==> src/rtl/port_egress.sv <==
// Egress drain stage for one switch port: reads the packet FIFO one word at a
// time and re-frames the stream into sop/eop-marked packets on valid/ready.
//
// state | meaning
// IDLE  | between packets, waiting for the FIFO to go non-empty
// FETCH | issue one FIFO read; waits here indefinitely on a mid-packet underrun
// LOAD  | read data returns; register word, sop/eop flags, capture LEN
// SEND  | present word downstream until accepted
module port_egress #(
    parameter int W_WIDTH   = 8,
    parameter int CNT_WIDTH = 16
) (
    input  logic                 clk,
    input  logic                 rst_n,
    input  logic                 fifo_empty,
    input  logic [W_WIDTH-1:0]   fifo_data,
    output logic                 fifo_rd,
    output logic [W_WIDTH-1:0]   out_data,
    output logic                 out_valid,
    input  logic                 out_ready,
    output logic                 out_sop,
    output logic                 out_eop,
    output logic                 busy,
    output logic [CNT_WIDTH-1:0] pkt_cnt
);

    typedef enum logic [1:0] {
        IDLE  = 2'd0,
        FETCH = 2'd1,
        LOAD  = 2'd2,
        SEND  = 2'd3
    } state_t;

    localparam logic [W_WIDTH:0] IDX_LEN = (W_WIDTH + 1)'(2);
    localparam logic [W_WIDTH:0] IDX_ONE = (W_WIDTH + 1)'(1);

    state_t               state;
    logic [W_WIDTH:0]     idx;
    logic [W_WIDTH-1:0]   len;
    logic [W_WIDTH:0]     last_idx;
    logic                 eop_next;

    // idx is one bit wider than LEN so the last index LEN+2 never wraps
    assign last_idx = {1'b0, len} + IDX_LEN;

    always_comb begin
        eop_next = 1'b0;
        if (idx == IDX_LEN)
            eop_next = (fifo_data == '0);
        else if (idx > IDX_LEN)
            eop_next = (idx == last_idx);
    end

    assign fifo_rd = (state == FETCH) && !fifo_empty;

    always_ff @(posedge clk or negedge rst_n) begin
        if (!rst_n) begin
            state     <= IDLE;
            idx       <= '0;
            len       <= '0;
            out_data  <= '0;
            out_valid <= 1'b0;
            out_sop   <= 1'b0;
            out_eop   <= 1'b0;
            busy      <= 1'b0;
            pkt_cnt   <= '0;
        end else begin
            case (state)
                IDLE: begin
                    idx <= '0;
                    if (!fifo_empty) begin
                        busy  <= 1'b1;
                        state <= FETCH;
                    end
                end
                FETCH: begin
                    if (!fifo_empty)
                        state <= LOAD;
                end
                LOAD: begin
                    out_data  <= fifo_data;
                    out_sop   <= (idx == '0);
                    out_eop   <= eop_next;
                    out_valid <= 1'b1;
                    if (idx == IDX_LEN)
                        len <= fifo_data;
                    state <= SEND;
                end
                SEND: begin
                    if (out_ready) begin
                        out_valid <= 1'b0;
                        if (out_eop) begin
                            pkt_cnt <= pkt_cnt + CNT_WIDTH'(1);
                            idx     <= '0;
                            busy    <= 1'b0;
                            state   <= IDLE;
                        end else begin
                            idx   <= idx + IDX_ONE;
                            state <= FETCH;
                        end
                    end
                end
                default: state <= IDLE;
            endcase
        end
    end

endmodule

==> config.mk <==
export PLATFORM = sky130hd
export DESIGN_NAME = port_egress
export DESIGN_NICKNAME = d
export VERILOG_FILES = /design/src/rtl/port_egress.sv
export SDC_FILE = /design/constraint.sdc
export NUM_CORES = 1
export LEC_CHECK = 0
export ABC_AREA = 1
export CAP_MARGIN = 5
export CORE_UTILIZATION = 45
export CTS_CLUSTER_SIZE = 8
export DETAILED_ROUTE_END_ITERATION = 12
export GPL_TIMING_DRIVEN = 0
export PLACE_DENSITY = 0.69
export SLEW_MARGIN = 20
export SYNTH_ARGS = -nofsm -noshare
export SYNTH_HDL_FRONTEND = slang
export SYNTH_SLANG_ARGS = --single-unit
==> constraint.sdc <==
create_clock -name clk -period 2.2 [get_ports clk]
set_input_delay 0.22 -clock clk [delete_from_list [all_inputs] [get_ports clk]]
set_output_delay 0.22 -clock clk [all_outputs]
set_load 0.005 [all_outputs]
* After elaboration in Yosys (flattened, before gate mapping)
Index checks and enable logic that the tools add are counted.
Cells by class: add/subtract/negate cells 3, magnitude comparators 1, equality and inequality tests 9, multiplexer cells 16, reductions and logical operators 13
Operator list (number):
- 9-bit 2-to-1 mux | 2
- 9-bit one-hot mux with 2 select lines | 1
- 16-bit by 1-bit adder with 16-bit output (second input constant) | 1
- 8-bit by 2-bit adder with 9-bit output (second input constant) | 1
- 9-bit by 1-bit adder with 9-bit output (second input constant) | 1
- 9-bit by 2-bit == test with 1-bit output (second input constant) | 1
- 9-bit == test | 1
- 9-bit by 2-bit > comparator with 1-bit output (second input constant) | 1
- 9-bit logical NOT | 1
- 8-bit logical NOT | 1
- 2-bit != test (second input constant) | 4
- 2-bit one-hot mux with 4 select lines | 1
- 1-bit 2-to-1 mux | 7
- 2-bit 2-to-1 mux | 3
- 2-bit AND reduction | 3
- 3-bit AND reduction | 2
- 2-bit == test (second input constant) | 2
- 1-bit one-hot mux with 2 select lines | 2
- 4-bit AND reduction | 1
- 2-bit nonzero test | 2
- 2-bit by 1-bit == test with 1-bit output (second input constant) | 1
- 2-bit logical NOT | 1
- 1-bit logical AND | 1
- 1-bit logical NOT | 1
Storage, ports and cells: register bits 47, input bits 12

* Depth between registers and ports, before layout
depth after elaboration 4, mapped depth 11

* Least setup slack after synthesis
No wires, ideal clock.
path type register -> register, start point reg state[0], end point reg idx[6], library setup time 0.119 ns, arrival 1.529 ns, slack 0.552 ns, cell stages (with the launch flop) 12, cells stage by stage dfrtp_1 -> ha_1 -> inv_1 -> nand2_1 -> nand2_2 -> inv_2 -> nor3_2 -> nand2_1 -> nor2_1 -> nand3_1 -> nand2_1 -> nor2_1
On the way: cells in the longest elaborated chain, start to end 3, elaborated cells between the ends (all ways) 6, those cells by class eq/ne (2); mux (1); reduce/logical (3)
RTL lines:
- from (decl) | line 37 | state_t state;
- from (signal assigned) | line 58 | state <= IDLE;
- from (signal assigned) | line 73 | state <= FETCH;
- from (signal assigned) | line 78 | state <= LOAD;
- 2-bit == test or 2-bit logical NOT (tied branches) | line 68 | case (state)
- 2-bit != test (no line) or 2-bit nonzero test (tied branches)
- 2-bit AND reduction (no line)
- to (signal assigned) | line 98 | idx <= idx + IDX_ONE;
- to (decl) | line 38 | logic [W_WIDTH:0] idx;
Parallel ways exist; a longest one is shown, timed or not. A chain may end at the register's enable or synchronous reset.

* Final worst setup path
Same ends and word-level chain as after synthesis.

==> run summary <==
• outcome: finished clean
• min Tclk post-route: 1.93 ns
• cell count after synthesis: 308
• GRT overflow: 0
• clock tree root driver cell: clkbuf_8
• I/O pin cnt: 41
• clock input transition at the sequential cells of the worst setup and hold paths: 0.09 ns
• commonest non-fill, non-tap cell in the layout: nand2_1
• Fin. Hold Viols: 0
• highest-count cells in the layout ignoring fill and taps: nand2_1 (70), dfrtp_1 (47), clkdlybuf4s50_1 (39), inv_1 (38), nor2_1 (22)
• global-route wire length before repair: 9.04 mm
• Power Dens Cells: 1060 nW/µm²
• placement-stage cell area: 3030 µm²
• cells taking the most area after synthesis: dfrtp_1 (47%), nand2_1 (10%), inv_1 (5.6%)
• Placed Cells: 419
• TritonCTS clock tree: built
• maximum clock frequency: 519 MHz
• final instance area: 3140 µm²
• Most Frequent Cell on Critical Path: nand2_1
• number of buffers inserted by port buffering: 40
• number of buffers inserted during clock tree synthesis: 5
• share of post-route cells with drive strength above 1: 9.78%
• final setup violating endpoints: 0
• arrival time reported for the critical path endpoint: 2.12 ns
• Die Height: 76.9 µm
• area share of the largest cell type after synthesis: 46.6%
• effective utilization at floorplan: 47.9%
• DR iter-0 viols: 97
• area of the core: 5270 µm²
• maximum vdd ir drop: 0.656 mV
• routed vias: 2,102
• drt wl/cell: 11.7 µm
• Maximum Capacitance Violations: 0
• slew at the pin closest to its max-slew limit: 0.475 ns
• clock sink count: 47
• worst skew pair latency: 0.30 ns
• pin count of the biggest net entering global routing: 29
• worst clock skew: 0.00731 ns
• number of nets with antenna violations after detailed routing: 0
• Bufs on Longest Clock Path: 2
• floorplan row count: 26
• worst slack at placement: 0.271 ns
• Slowest cell on crit path: dfrtp_1
• Cell Area, Synth: 2530 µm²
• final count of pins violating max slew: 0
• number of synthesized register bits: 47
• worst max-slew margin expressed relative to the limit: 68.3%
• fraction of the yosys area taken by sequential cells: 46.6%
• via/cell ratio: 4.91
• deepest level of the CTS H-tree: 2
• area of the die: 5920 µm²
• crit path launch type: flop
• horizontal extent of the die: 76.9 µm
• cell accounting for the most synthesized area: dfrtp_1
• kind of capture point of the worst setup path: flop
• required time of the critical path: 2.40 ns
• setup slack of the critical path after layout: 0.272 ns
• via count of the first global-routing pass: 2,064
• reg-to-reg slack, setup: 0.27 ns
• area added between synthesis and finish: 24.4%
• post-cts sizing count: 0
• weighted congestion reported at the end of routability-driven placement: 0.833
• Net Count, Synth: 329
• Non-Filler Instances: 428
• final WL: 5.00 mm
• highest net fanout along the worst path: 9
• Final Power: 3.33 mW
• CP max stage delay: 0.42 ns
• Critical Setup Path Class: reg -> reg
• final net count: 378
• GRT Util Overall: 19.0%
• Residual DRC: 0
• final design utilization: 59.6%
• critical path, cell by cell: ha_1, inv_1, nand2_1, nand2_2, inv_2, nor3_2, nand2_1, nor2_1, nand3_1, nand2_1, nor2_1
• length of the first detailed-routing pass in iterations: 4
• synth unique cells: 27
• estimated wirelength of the detail-placed design: 3.89 mm
• leakage power of the design: 1.58 nW
• class of the most critical hold timing path: in -> async
• n_diodes: 0
• Avg Cell Area, Syn: 8.20 µm²
• Yosys warning total: 0
• antenna violations before repair: 0
• share of the clock period used by the worst path after layout: 87.6%
• RSZ-0062 raised after global routing: false
==> cell type report <==
cell class                      count  area, µm²
Clock buffer                        7       96.3
Sequential cell                    47       1180
Inverter                           48        183
Buffer                              3       12.5
Timing Repair Buffer               42        425
Tap cell                           70       87.6
Fill cell                         507       2130
Multi-Input combinational cell    210       1150
Clock inverter                      1       7.51
==> synthesized netlist by cell type, drive strengths merged <==
cell type   n
buf         1
o22ai       1
nand4       6
nor2       26
a21oi      12
dfrtp      47
xnor2       6
clkinv      1
o21ai      26
nand2      75
nor3       13
clkbuf      2
mux2        1
xor2       12
a21o        1
nand3      22
inv        47
ha          9
==> worst max-delay path: cells and delay by family (launching register included) <==
family	cells	cell delay, ns
DFF	1	0.42
and+or+nand+nor	8	0.92
adders and majority gates	1	0.29
buffers and inverters	2	0.20
==> what timing repair did <==
item                                   in CTS  in global routing
endpoints found under the hold margin      19                  0
setup buffers                               0                  0
hold buffers                                1                  0
==> final timing paths <==
path | startpoint | endpoint | cells past startpoint
worst max-delay path | state[0]$_DFFE_PN0P_ | idx[6]$_DFFE_PN0P_ | 11
worst min-delay path | rst_n | out_data[2]$_DFFE_PN0P_ | 2
worst max register to register | state[0]$_DFFE_PN0P_ | idx[6]$_DFFE_PN0P_ | 11
worst min register to register | pkt_cnt[15]$_DFFE_PN0P_ | pkt_cnt[15]$_DFFE_PN0P_ | 1
max in group asynchronous | rst_n | pkt_cnt[11]$_DFFE_PN0P_ | 3
min in group clk | pkt_cnt[15]$_DFFE_PN0P_ | pkt_cnt[15]$_DFFE_PN0P_ | 1
==> state kept, by name, indices dropped and copies added, names as in the netlist <==
| signal | flops |
|---|---|
| out_data | 8 |
| busy | 1 |
| len | 8 |
| out_eop | 1 |
| out_valid | 1 |
| idx | 9 |
| state | 2 |
| pkt_cnt | 16 |
| out_sop | 1 |
==> cell families (layout without fill, tap and decap cells) <==
family / Yosys count / count (layout) / synth area share (%)
flip-flops: 47 / 47 / 46.6
adder cells (fa/ha/maj): 9 / 9 / 4.46
multiplexers: 1 / 1 / 0.446
buffers and inverters: 51 / 101 / 7.73
AO/OA/AOI/OAI: 40 / 40 / 8.07
AND/OR/NAND/NOR: 142 / 142 / 26.5
XOR/XNOR: 18 / 18 / 6.24
==> metrics by stage <==
step | setup TNS (ns) | hold slack (ns)
after detailed placement | 0 | 0.200
after floorplan | 0 | -0.0756
after CTS | 0 | 0.405
final | 0 | 0.400
after global routing | 0 | 0.436
after global placement | -20.20 | 0.457
==> power by group <==
group / total (mW) / switching [mW] / internal (mW) / leakage [nW]
logic: 1.43 / 0.766 / 0.660 / 0.945
clock network: 0.573 / 0.287 / 0.286 / 0.0505
registers: 1.33 / 0.224 / 1.11 / 0.586
total: 3.33 / 1.28 / 2.06 / 1.58
==> layer usage <==
| metal | GRT usage, % | vias up | share of wire (%) |
|---|---|---|---|
| met5 | 0 | - | 0 |
| met4 | 7.50 | 0 | 1.7 |
| met3 | 3.69 | 9 | 4.0 |
| met2 | 31.1 | 36 | 47 |
| met1 | 24.8 | 986 | 48 |
| li1 | - | 1071 | - |
(Power assumes the default switching activity.)
